**src/rtl/e1of2_chan_rx.sv**
```systemverilog
// rtl/e1of2_chan_rx.sv - e1of2 dual-rail channel receiver feeding a show-ahead valid/ready FIFO
module e1of2_chan_rx #(
    parameter int M           = 7,
    parameter int SYNC_STAGES = 2,
    parameter int FIFO_DEPTH  = 2
) (
    input  logic           CLK,
    input  logic           _RESET,
    input  logic [2*M-1:0] ch_d,
    output logic           ch_e,
    output logic [M-1:0]   out_data,
    output logic           out_valid,
    input  logic           out_ready,
    output logic           err_illegal
);

    localparam int AW = (FIFO_DEPTH > 1) ? $clog2(FIFO_DEPTH) : 1;
    localparam int CW = $clog2(FIFO_DEPTH + 1);
    localparam logic [CW-1:0] DEPTH_C = CW'(FIFO_DEPTH);

    localparam logic S_WAIT_NEUTRAL = 1'b0;
    localparam logic S_WAIT_DATA    = 1'b1;

    logic [2*M-1:0]       sync_q [SYNC_STAGES];
    logic [SYNC_STAGES-1:0] fill_q;
    logic [2*M-1:0]       ds;
    logic                 fill_ok;

    logic                 all_valid;
    logic                 all_neutral;
    logic                 illegal;
    logic [M-1:0]         word;

    logic                 state;
    logic                 push;
    logic                 pop;

    logic [M-1:0]         mem [FIFO_DEPTH];
    logic [AW-1:0]        wr_ptr;
    logic [AW-1:0]        rd_ptr;
    logic [CW-1:0]        count;

    // fill_q marks when the freshly cleared chain has been refilled from the live rails
    always_ff @(posedge CLK or negedge _RESET) begin
        if (!_RESET) begin
            for (int i = 0; i < SYNC_STAGES; i++) begin
                sync_q[i] <= '0;
            end
            fill_q <= '0;
        end else begin
            sync_q[0] <= ch_d;
            for (int i = 1; i < SYNC_STAGES; i++) begin
                sync_q[i] <= sync_q[i-1];
            end
            fill_q <= {fill_q[SYNC_STAGES-2:0], 1'b1};
        end
    end

    assign ds      = sync_q[SYNC_STAGES-1];
    assign fill_ok = fill_q[SYNC_STAGES-1];

    always_comb begin
        all_valid   = 1'b1;
        all_neutral = (ds == '0);
        illegal     = 1'b0;
        word        = '0;
        for (int i = 0; i < M; i++) begin
            word[i] = ds[2*i+1];
            if (ds[2*i] == ds[2*i+1]) begin
                all_valid = 1'b0;
            end
            if (ds[2*i] && ds[2*i+1]) begin
                illegal = 1'b1;
            end
        end
    end

    assign push      = (state == S_WAIT_DATA) && all_valid;
    assign out_valid = (count != '0);
    assign pop       = out_valid && out_ready;
    assign out_data  = out_valid ? mem[rd_ptr] : '0;

    always_ff @(posedge CLK or negedge _RESET) begin
        if (!_RESET) begin
            state       <= S_WAIT_NEUTRAL;
            ch_e        <= 1'b0;
            err_illegal <= 1'b0;
        end else begin
            if (illegal) begin
                err_illegal <= 1'b1;
            end
            case (state)
                S_WAIT_NEUTRAL: begin
                    // registered count: a pop this cycle re-enables one cycle later
                    if (fill_ok && all_neutral && (count < DEPTH_C)) begin
                        ch_e  <= 1'b1;
                        state <= S_WAIT_DATA;
                    end
                end
                S_WAIT_DATA: begin
                    if (all_valid) begin
                        ch_e  <= 1'b0;
                        state <= S_WAIT_NEUTRAL;
                    end
                end
                default: begin
                    ch_e  <= 1'b0;
                    state <= S_WAIT_NEUTRAL;
                end
            endcase
        end
    end

    always_ff @(posedge CLK) begin
        if (push) begin
            mem[wr_ptr] <= word;
        end
    end

    always_ff @(posedge CLK or negedge _RESET) begin
        if (!_RESET) begin
            wr_ptr <= '0;
            rd_ptr <= '0;
            count  <= '0;
        end else begin
            if (push) begin
                wr_ptr <= wr_ptr + 1'b1;
            end
            if (pop) begin
                rd_ptr <= rd_ptr + 1'b1;
            end
            case ({push, pop})
                2'b10:   count <= count + 1'b1;
                2'b01:   count <= count - 1'b1;
                default: count <= count;
            endcase
        end
    end

endmodule
```
**config.mk**
```make
export PLATFORM = sky130hd
export DESIGN_NAME = e1of2_chan_rx
export DESIGN_NICKNAME = d
export VERILOG_FILES = /design/src/rtl/e1of2_chan_rx.sv
export SDC_FILE = /design/constraint.sdc
export NUM_CORES = 1
export LEC_CHECK = 0
export ABC_AREA = 1
export BUFFER_PORTS_ARGS = -buffer_cell sky130_fd_sc_hd__buf_2
export CAP_MARGIN = 20
export CORE_ASPECT_RATIO = 0.7
export CORE_MARGIN = 2
export CORE_UTILIZATION = 40
export CTS_CLUSTER_DIAMETER = 30
export DETAILED_ROUTE_END_ITERATION = 6
export PLACE_DENSITY_LB_ADDON = 0.25
export SLEW_MARGIN = 0
export SYNTH_ARGS = -nofsm -noshare
export SYNTH_HDL_FRONTEND = slang
export SYNTH_SLANG_ARGS = --single-unit
```
**constraint.sdc**
```tcl
create_clock -name CLK -period 2 [get_ports CLK]
set_input_delay 0.2 -clock CLK [delete_from_list [all_inputs] [get_ports CLK]]
set_output_delay 0.2 -clock CLK [all_outputs]
set_load 0.02 [all_outputs]
```
==> reports/metrics.json, run 1 <==
{
  "outcome": {"value": "complete, but fails checks"},
  "violations": {"value": "negative hold slack"},
  "report.final.hold_viol_count": {"value": 37},
  "yosysMostFrequentCell": {"value": "dfrtp_1"},
  "critical_path.max_stage_delay": {"value": 0.42, "unit": "ns"},
  "synth_cell_type_count": {"value": 17},
  "design_area": {"value": 0.00233, "unit": "mm^2"},
  "cts.path.max_buffers": {"value": 2},
  "global_route_wire_length_before_repair": {"value": 4860, "unit": "um"},
  "dr_total_vias": {"value": 1113},
  "netlist_area": {"value": 0.00192, "unit": "mm^2"},
  "clock-sinks": {"value": 51},
  "via_count_of_the_first_global_routing_pass": {"value": 1067},
  "ctsRootBufferMaster": {"value": "clkbuf_8"},
  "dp.cells": {"value": 233},
  "antenna_left": {"value": 0},
  "post_cts_resized": {"value": 0},
  "totalNegativeSetupSlack": {"value": 0, "unit": "ns"},
  "grt_max_degree": {"value": 38},
  "post_synth_main_area_contributors": {"value": "dfrtp_1 48%, edfxtp_1 22%, ha_1 9.8%"},
  "synth.yosys.warnings": {"value": 0},
  "finish.net_count": {"value": 228},
  "dp_hpwl": {"value": 2090, "unit": "um"},
  "delay_heaviest_family_cp": {"value": "adder cells"},
  "crit_required": {"value": 2.20, "unit": "ns"},
  "cell_type_of_the_slowest_stage_on_the_worst_timing_path": {"value": "dfrtp_1"},
  "grt_remaining_overflow": {"value": 0},
  "fraction_of_layout_cells_with_a_size_suffix_above_1": {"value": 19.8, "unit": "%"},
  "synthCells": {"value": 150},
  "synth_top_family_by_area": {"value": "simple AND/OR/NAND/NOR gates"},
  "synthesis.nets": {"value": 182},
  "timing.max_slew.rel_slack": {"value": 47.2, "unit": "%"},
  "cts_setup_buffers": {"value": 0},
  "simple_gate_share_of_the_synthesized_area": {"value": 11.6, "unit": "%"},
  "ys_ff_latch": {"value": 51},
  "fin_cells": {"value": 254},
  "post_synth_mux_area_share": {"value": 0, "unit": "%"},
  "worst_ir_drop_vdd": {"value": 0.000508, "unit": "V"},
  "postLayoutSetupSlackWorst": {"value": 0.155, "unit": "ns"},
  "worstSetupEndpointType": {"value": "flop"},
  "worstPathBufferInverterCount": {"value": 3},
  "avgViaCountPerCell": {"value": 4.38},
  "worstPathArrival": {"value": 2.04, "unit": "ns"},
  "post_synth.cell_area_avg": {"value": 12.8, "unit": "um^2"},
  "holdCritPathClass": {"value": "input pin to async pin"},
  "achievable-frequency": {"value": 542, "unit": "MHz"},
  "design_power_total": {"value": 2300, "unit": "uW"},
  "ios": {"value": 27},
  "grt_setup_unrepaired": {"value": "no"},
  "critPathKind": {"value": "flop to flop"},
  "final-setup-viol-count": {"value": 0},
  "yosys_most_used_dff": {"value": "dfrtp_1"},
  "cts-buffers-inserted": {"value": 5},
  "antenna_violations_before_repair": {"value": 0},
  "avgRoutedWirePerCell": {"value": 11.8, "unit": "um"},
  "synth_adder_area_share": {"value": 9.79, "unit": "%"},
  "timing.max_cap.violations": {"value": 0},
  "placed_cell_area": {"value": 0.00211, "unit": "mm^2"},
  "die_area": {"value": 0.00537, "unit": "mm^2"},
  "crit_path_max_fanout": {"value": 4},
  "die_height": {"value": 61.9, "unit": "um"},
  "cts_tree": {"value": "done"},
  "fp.dieW": {"value": 86.7, "unit": "um"},
  "gp_congestion": {"value": 0.836},
  "fp.coreArea": {"value": 0.00470, "unit": "mm^2"},
  "pwr_density_cell": {"value": 984, "unit": "mW/mm^2"},
  "fin_crit_sh": {"value": 92.3, "unit": "%"},
  "placementRows": {"value": 21},
  "cts_max_level": {"value": 2},
  "numPortBuffers": {"value": 26},
  "finalWorstPathRequiredPeriod": {"value": 1.85, "unit": "ns"},
  "clock_pin_transition_on_the_worst_setup_and_hold_timing_paths": {"value": 0.09, "unit": "ns"},
  "setup.worst_path.start_class": {"value": "flop"},
  "post_synth_xor_area_fraction": {"value": 1.31, "unit": "%"},
  "clk-insertion-delay-late": {"value": 0.30, "unit": "ns"},
  "synth_enable_flop_cells": {"value": 14},
  "initial_core_util": {"value": 40.8, "unit": "%"},
  "drc": {"value": 0},
  "place_ws": {"value": 0.157, "unit": "ns"},
  "routed_wirelength": {"value": 3010, "unit": "um"},
  "path_cells": {"value": "inv_1 > ha_1 > inv_1 > nor2_1 > nand3_2 > ha_1 > inv_1 > nand3_1 > nand2_1 > nand2_1"},
  "area_growth": {"value": 21.7, "unit": "%"},
  "power.static_leakage": {"value": 0.00113, "unit": "uW"},
  "drt-pass1-iter-count": {"value": 4},
  "final.setup_skew": {"value": 0.00778, "unit": "ns"},
  "final_count_of_pins_violating_max_slew": {"value": 0},
  "diodes": {"value": 0},
  "worst_slew_pin_slew": {"value": 0.791, "unit": "ns"},
  "ys_top_cells_by_count": {"value": "37 x dfrtp_1, 33 x nand2_1, 23 x inv_1"},
  "synth_top_area_share": {"value": 48.3, "unit": "%"},
  "synth_compound_gate_area_share": {"value": 1.83, "unit": "%"},
  "hold-worst-slack": {"value": -0.0249, "unit": "ns"},
  "async_flop_share": {"value": 72.5, "unit": "%"},
  "synth_top_area_cell": {"value": "dfrtp_1"},
  "critical_path.most_common_cell": {"value": "inv_1"},
  "filler_cell_count": {"value": 423},
  "drt_iter0_markers": {"value": 16},
  "synth.yosys.seq_area_share": {"value": 70.2, "unit": "%"},
  "grt.total_usage": {"value": 13.1, "unit": "%"}
}
## per-layer routing
layer	vias to the layer above	global-route usage, %	share of wire [%]
li1	557	-	-
met1	526	16.3	44
met2	24	21.2	49
met3	6	3.96	4.8
met4	0	7.37	2.3
met5	-	0	0
## where the power goes
part | leakage, uW | switching, uW | internal [uW]
clock | 0.0000445 | 327 | 245
sequential | 0.000562 | 81.1 | 1130
combinational | 0.000520 | 320 | 191
## kinds of logic after synthesis
family | Yosys count
flip-flops | 51
AND/OR/NAND/NOR | 50
XOR/XNOR | 2
buffers and inverters | 24
adder cells (fa/ha/maj) | 15
other | 1
AO/OA/AOI/OAI | 7
## final cells by class
type	count	area [um^2]	share of cell area (%)
clock buffer	5	68.8	2.95
clock inverter	3	18.8	0.805
inverter	23	86.3	3.70
multi-input combinational	75	473	20.3
sequential	51	1350	57.7
tap	57	71.3	3.06
timing repair buffer	40	268	11.5
## through the flow
step / hold WS, ns / utilization (%)
after CTS: 0.00264 / 49.2
after floorplan: -0.0956 / -
final: -0.0249 / 49.6
after global routing: 0.000382 / 49.6
after global placement: 0.308 / 45.0
after detailed placement: 0.309 / 45.0
## final timing paths
| check | from | end | slack [ns] | cells after the start |
|---|---|---|---|---|
| hold / removal | _RESET | sync_q[19] | -0.02 | 1 |
| setup / recovery | ds[9] | count[1] | 0.15 | 10 |
| min in group CLK | ch_d[13] | sync_q[27] | 0.01 | 1 |
| max in group asynchronous | _RESET | sync_q[18] | 1.52 | 1 |
| hold reg to reg | sync_q[14] | ds[0] | 0.34 | 0 |
| setup reg to reg | ds[9] | count[1] | 0.15 | 10 |
## placed cells by master (no fill, tap or decap)
master         count
a21oi_1            7
xnor2_1            1
nor3_1             1
conb_1             1
dlygate4sd3_1     13
clkinvlp_4         1
nand3_1            1
buf_2             26
buf_4              1
or2_1              1
clkbuf_8           5
nor2_4             2
clkinv_2           1
inv_1             23
inv_4              1
xor2_2             1
edfxtp_1          14
ha_1              15
nand2_1           33
nand4_1            3
nand3_2            1
dfrtp_1           37
nor2_1             8
## state kept, by name (all words and copies together), names as in the netlist
| signal | cells |
|---|---|
| ds | 14 |
| mem | 14 |
| sync_q | 14 |
| count | 2 |
| fill_q | 2 |
| ch_e | 1 |
| err_illegal | 1 |
| rd_ptr | 1 |
| state | 1 |
| wr_ptr | 1 |
## what timing repair did
| item | CTS | global route |
|---|---|---|
| endpoints found under the hold margin | 11 | 2 |
| endpoints found under the setup margin | 0 | 0 |
| hold buffers | 11 | 2 |
Note: power is estimated with default switching activity, not from simulation.
==> run 2, diff against run 1 <==
--- a/config.mk
+++ b/config.mk
@@ -5,7 +5,7 @@
 export SDC_FILE = /design/constraint.sdc
 export NUM_CORES = 1
 export LEC_CHECK = 0
-export ABC_AREA = 1
+export ABC_AREA = 0
 export BUFFER_PORTS_ARGS = -buffer_cell sky130_fd_sc_hd__buf_2
 export CAP_MARGIN = 20
 export CORE_ASPECT_RATIO = 0.7
==> constraint.sdc (replaced) <==
create_clock -name CLK -period 2.03 [get_ports CLK]
set_input_delay 0.203 -clock CLK [delete_from_list [all_inputs] [get_ports CLK]]
set_output_delay 0.203 -clock CLK [all_outputs]
set_load 0.02 [all_outputs]
==> run 2 against run 1 <==
Against the previous run: the flow still finishes with violations (negative hold slack); critical endpoint unchanged; highest routed layer unchanged; final cell count down 15%; critical path type unchanged; flip-flop and latch count is the same; combinational power is 13% lower; register-to-register slack improved by 0.03 ns; first-iteration DRC count increased to 2.8 times the previous value; setup slack gained 0.031 ns; critical path depth fell by 3.
==> reports/metrics.json, run 2 <==
{
  "numPortBuffers": {"value": 26, "change": "unchanged"},
  "cell_type_of_the_slowest_stage_on_the_worst_timing_path": {"value": "dfrtp_1", "change": "unchanged"},
  "cts_max_level": {"value": 2, "change": "unchanged"},
  "critPathKind": {"value": "flop to flop", "change": "unchanged"},
  "ys_ff_latch": {"value": 51, "change": "unchanged"},
  "ios": {"value": 27, "change": "unchanged"},
  "met3_wirelength": {"value": 145, "unit": "um", "change": "was 144 um"},
  "avgRoutedWirePerCell": {"value": 12.7, "unit": "um", "change": "was 11.8 um"},
  "die_area": {"value": 0.00528, "unit": "mm^2", "change": "was 0.00537 mm^2"},
  "p_comb_share": {"value": 20.3, "unit": "%", "change": "was 22.2%"},
  "placementRows": {"value": 20, "change": "was 21"},
  "final_count_of_pins_violating_max_slew": {"value": 0, "change": "unchanged"},
  "timing.max_cap.violations": {"value": 0, "change": "unchanged"},
  "synth_compound_gate_area_share": {"value": 0.797, "unit": "%", "change": "was 1.83%"},
  "drt-pass1-iter-count": {"value": 4, "change": "unchanged"},
  "power.switching": {"value": 626, "unit": "uW", "change": "was 728 uW"},
  "global_route_wire_length_before_repair": {"value": 4660, "unit": "um", "change": "was 4860 um"},
  "cts-buffers-inserted": {"value": 5, "change": "unchanged"},
  "power_switching_share": {"value": 28.6, "unit": "%", "change": "was 31.7%"},
  "die_height": {"value": 61.4, "unit": "um", "change": "was 61.9 um"},
  "pwr_density_cell": {"value": 978, "unit": "mW/mm^2", "change": "was 984 mW/mm^2"},
  "clk-insertion-delay-late": {"value": 0.30, "unit": "ns", "change": "about the same"},
  "timing.max_slew.rel_slack": {"value": 48.2, "unit": "%", "change": "was 47.2%"},
  "synth_cell_type_count": {"value": 21, "change": "was 17"},
  "worstSetupEndpointType": {"value": "flop", "change": "unchanged"},
  "synthesis.nets": {"value": 152, "change": "was 182"},
  "ys_top_cells_by_count": {"value": "37 x dfrtp_1, 16 x inv_1, 15 x ha_1", "change": "was 37 x dfrtp_1, 33 x nand2_1, 23 x inv_1"},
  "synth.yosys.seq_area_share": {"value": 71.5, "unit": "%", "change": "was 70.2%"},
  "async_flop_share": {"value": 72.5, "unit": "%", "change": "unchanged"},
  "finish.net_count": {"value": 193, "change": "was 228"},
  "grt.total_usage": {"value": 12.2, "unit": "%", "change": "was 13.1%"},
  "final.setup_skew": {"value": 0.0126, "unit": "ns", "change": "was 0.00778 ns"},
  "grt_remaining_overflow": {"value": 0, "change": "unchanged"},
  "achievable-frequency": {"value": 542, "unit": "MHz", "change": "about the same"},
  "netlist_area": {"value": 0.00188, "unit": "mm^2", "change": "was 0.00192 mm^2"},
  "grt_max_degree": {"value": 38, "change": "unchanged"},
  "placed_cell_area": {"value": 0.00210, "unit": "mm^2", "change": "was 0.00211 mm^2"},
  "finalWorstPathRequiredPeriod": {"value": 1.84, "unit": "ns", "change": "was 1.85 ns"},
  "grt_setup_unrepaired": {"value": "no", "change": "unchanged"},
  "yosysMostFrequentCell": {"value": "dfrtp_1", "change": "unchanged"},
  "synth.yosys.warnings": {"value": 0, "change": "unchanged"},
  "synth_top_area_share": {"value": 49.2, "unit": "%", "change": "was 48.3%"},
  "gp_congestion": {"value": 0.730, "change": "was 0.836"},
  "post_synth_xor_area_fraction": {"value": 2.33, "unit": "%", "change": "was 1.31%"},
  "hold-worst-slack": {"value": -0.0159, "unit": "ns", "change": "was -0.0249 ns"},
  "crit_required": {"value": 2.26, "unit": "ns", "change": "was 2.20 ns"},
  "crit_path_max_fanout": {"value": 5, "change": "was 4"},
  "path_cells": {"value": "inv_1 > ha_1 > and4_1 > nand3_2 > ha_1 > nor2_1 > xor2_1", "change": "was inv_1 > ha_1 > inv_1 > nor2_1 > nand3_2 > ha_1 > inv_1 > nand3_1 > nand2_1 > nand2_1"},
  "cts_setup_buffers": {"value": 0, "change": "unchanged"},
  "p_int": {"value": 1560, "unit": "uW", "change": "was 1570 uW"},
  "fp.dieW": {"value": 86.0, "unit": "um", "change": "was 86.7 um"},
  "routed.top_layer": {"value": "met4", "change": "unchanged"},
  "synth_enable_flop_cells": {"value": 14, "change": "unchanged"},
  "area_growth": {"value": 18.9, "unit": "%", "change": "was 21.7%"},
  "drt_iter0_markers": {"value": 44, "change": "was 16"},
  "dr_total_vias": {"value": 947, "change": "was 1113"},
  "synth_top_area_cell": {"value": "dfrtp_1", "change": "unchanged"},
  "cts_tree": {"value": "done", "change": "unchanged"},
  "design_area": {"value": 0.00224, "unit": "mm^2", "change": "was 0.00233 mm^2"},
  "pwr-share-clk": {"value": 24.8, "unit": "%", "change": "was 24.9%"},
  "reg2reg_depth": {"value": 7, "change": "was 10"},
  "ctsRootBufferMaster": {"value": "clkbuf_8", "change": "unchanged"},
  "clock_pin_transition_on_the_worst_setup_and_hold_timing_paths": {"value": 0.09, "unit": "ns", "change": "about the same"},
  "final_common_cell": {"value": "dfrtp_1", "change": "unchanged"},
  "worstPathArrival": {"value": 2.07, "unit": "ns", "change": "was 2.04 ns"},
  "worst-r2r-setup-slack": {"value": 0.19, "unit": "ns", "change": "was 0.15 ns"},
  "fraction_of_layout_cells_with_a_size_suffix_above_1": {"value": 24.1, "unit": "%", "change": "was 19.8%"},
  "met2RoutedLength": {"value": 1190, "unit": "um", "change": "was 1460 um"},
  "totalNegativeSetupSlack": {"value": 0, "unit": "ns", "change": "unchanged"},
  "final-setup-viol-count": {"value": 0, "change": "unchanged"},
  "drc": {"value": 0, "change": "unchanged"},
  "avgViaCountPerCell": {"value": 4.36, "change": "was 4.38"},
  "synthCells": {"value": 120, "change": "was 150"},
  "power.static_leakage": {"value": 0.00108, "unit": "uW", "change": "was 0.00113 uW"},
  "fp.coreArea": {"value": 0.00443, "unit": "mm^2", "change": "was 0.00470 mm^2"},
  "simple_gate_share_of_the_synthesized_area": {"value": 8.04, "unit": "%", "change": "was 11.6%"},
  "critical_path.most_common_cell": {"value": "ha_1", "change": "was inv_1"},
  "outcome": {"value": "complete, but fails checks", "change": "unchanged"},
  "synth_top_family_by_area": {"value": "adder cells", "change": "was simple AND/OR/NAND/NOR gates"},
  "post_synth.cell_area_avg": {"value": 15.7, "unit": "um^2", "change": "was 12.8 um^2"},
  "fin_crit_sh": {"value": 90.8, "unit": "%", "change": "was 92.3%"},
  "worst_slew_pin_slew": {"value": 0.778, "unit": "ns", "change": "was 0.791 ns"},
  "violations": {"value": "negative hold slack", "change": "unchanged"},
  "holdCritPathClass": {"value": "input pin to async pin", "change": "unchanged"},
  "via_count_of_the_first_global_routing_pass": {"value": 990, "change": "was 1067"},
  "wl_met1": {"value": 1370, "unit": "um", "change": "was 1330 um"},
  "layout.cells.most_common_list": {"value": "37 x dfrtp_1, 26 x buf_2, 16 x inv_1", "change": "was 37 x dfrtp_1, 33 x nand2_1, 26 x buf_2"},
  "report.final.hold_viol_count": {"value": 37, "change": "unchanged"},
  "cts.path.max_buffers": {"value": 2, "change": "unchanged"},
  "clock-sinks": {"value": 51, "change": "unchanged"},
  "yosys_most_used_dff": {"value": "dfrtp_1", "change": "unchanged"},
  "seqPwrFrac": {"value": 54.9, "unit": "%", "change": "was 52.9%"},
  "routed_wirelength": {"value": 2750, "unit": "um", "change": "was 3010 um"},
  "antenna_left": {"value": 0, "change": "unchanged"},
  "post_synth_mux_area_share": {"value": 3.72, "unit": "%", "change": "was 0%"},
  "critical_path.max_stage_delay": {"value": 0.44, "unit": "ns", "change": "was 0.42 ns"},
  "worst_ir_drop_vdd": {"value": 0.000489, "unit": "V", "change": "was 0.000508 V"},
  "post_synth_main_area_contributors": {"value": "dfrtp_1 49%, edfxtp_1 22%, ha_1 10%", "change": "was dfrtp_1 48%, edfxtp_1 22%, ha_1 9.8%"},
  "initial_core_util": {"value": 42.5, "unit": "%", "change": "was 40.8%"},
  "antenna_violations_before_repair": {"value": 0, "change": "unchanged"},
  "setup.worst_path.start_class": {"value": "flop", "change": "unchanged"},
  "synth_adder_area_share": {"value": 9.97, "unit": "%", "change": "was 9.79%"},
  "diodes": {"value": 0, "change": "unchanged"},
  "dp_hpwl": {"value": 1930, "unit": "um", "change": "was 2090 um"}
}
run 2: cell types whose count changed after synthesis, sizes merged, moves of 7 or more:
cell and change:
a21oi -7, inv -7, mux2i +7, nand2 -31
run 2: power by group through the flow:
stage	combinational, uW	clock [uW]	sequential [uW]
2_1_floorplan	333	0	1170
3_3_place_gp	432	0	1220
3_5_place_dp	444	0	1230
4_1_cts	447	556	1210
5_1_grt	496	609	1210
6_report	445	543	1200
run 2: routing by layer:
layer,vias to the layer above,GRT usage (%)
met2,24,18.7
li1,471,-
met3,7,4.16
met1,445,16.0
met5,-,0
met4,0,5.67
run 2: kinds of logic (layout without fill, tap and decap cells):
kind of cell	count (synthesis)	count (layout)
simple gates	22	22
mux	7	7
fa+ha+maj	15	15
buf+inv	17	59
other cells	1	1
xor+xnor	5	5
flops	51	51
compound gates	2	2
run 2: final cells by class:
cell class	count	area [um^2]
fillers	378	2190
well taps	55	68.8
inverters	16	60.1
clock buffers	8	80.1
repair buffers	35	213
flip-flops and latches	51	1350
multi-input cells	52	472
run 2: per-stage QoR:
stage                     utilization (%)  total power, uW  setup slack (ns)  instances  hold slack, ns
after floorplan                         -             1500             0.334        120         -0.0926
after global placement               47.4             1660             0.255        203           0.311
after detailed placement             47.4             1670             0.177        203           0.312
after CTS                            49.4             2210             0.167        212         0.00255
after global routing                 50.6             2320            0.0283        217         0.00280
final                                50.6             2190             0.186        217         -0.0159
run 2: final timing paths:
check                                 from    endpoint
min in group CLK                   ch_d[9]  sync_q[23]
max in group asynchronous           _RESET   fill_q[1]
worst max-delay path                 ds[9]    count[1]
worst max register to register       ds[9]    count[1]
worst min-delay path                _RESET       ds[0]
worst min register to register  sync_q[14]       ds[0]
run 2: repair_timing:
action,4_1_cts,5_1_grt
resized for setup,0,0
hold buffers,1,5
endpoints found under the hold margin,1,5
run 2: worst max-delay path, delay by kind of cell, from the launching register on:
family | cells | cell delay [ns]
adders and majority gates | 2 | 0.61
and+or+nand+nor | 3 | 0.52
DFF | 1 | 0.44
xor gates and xnor gates | 1 | 0.15
buffers and inverters | 1 | 0.07
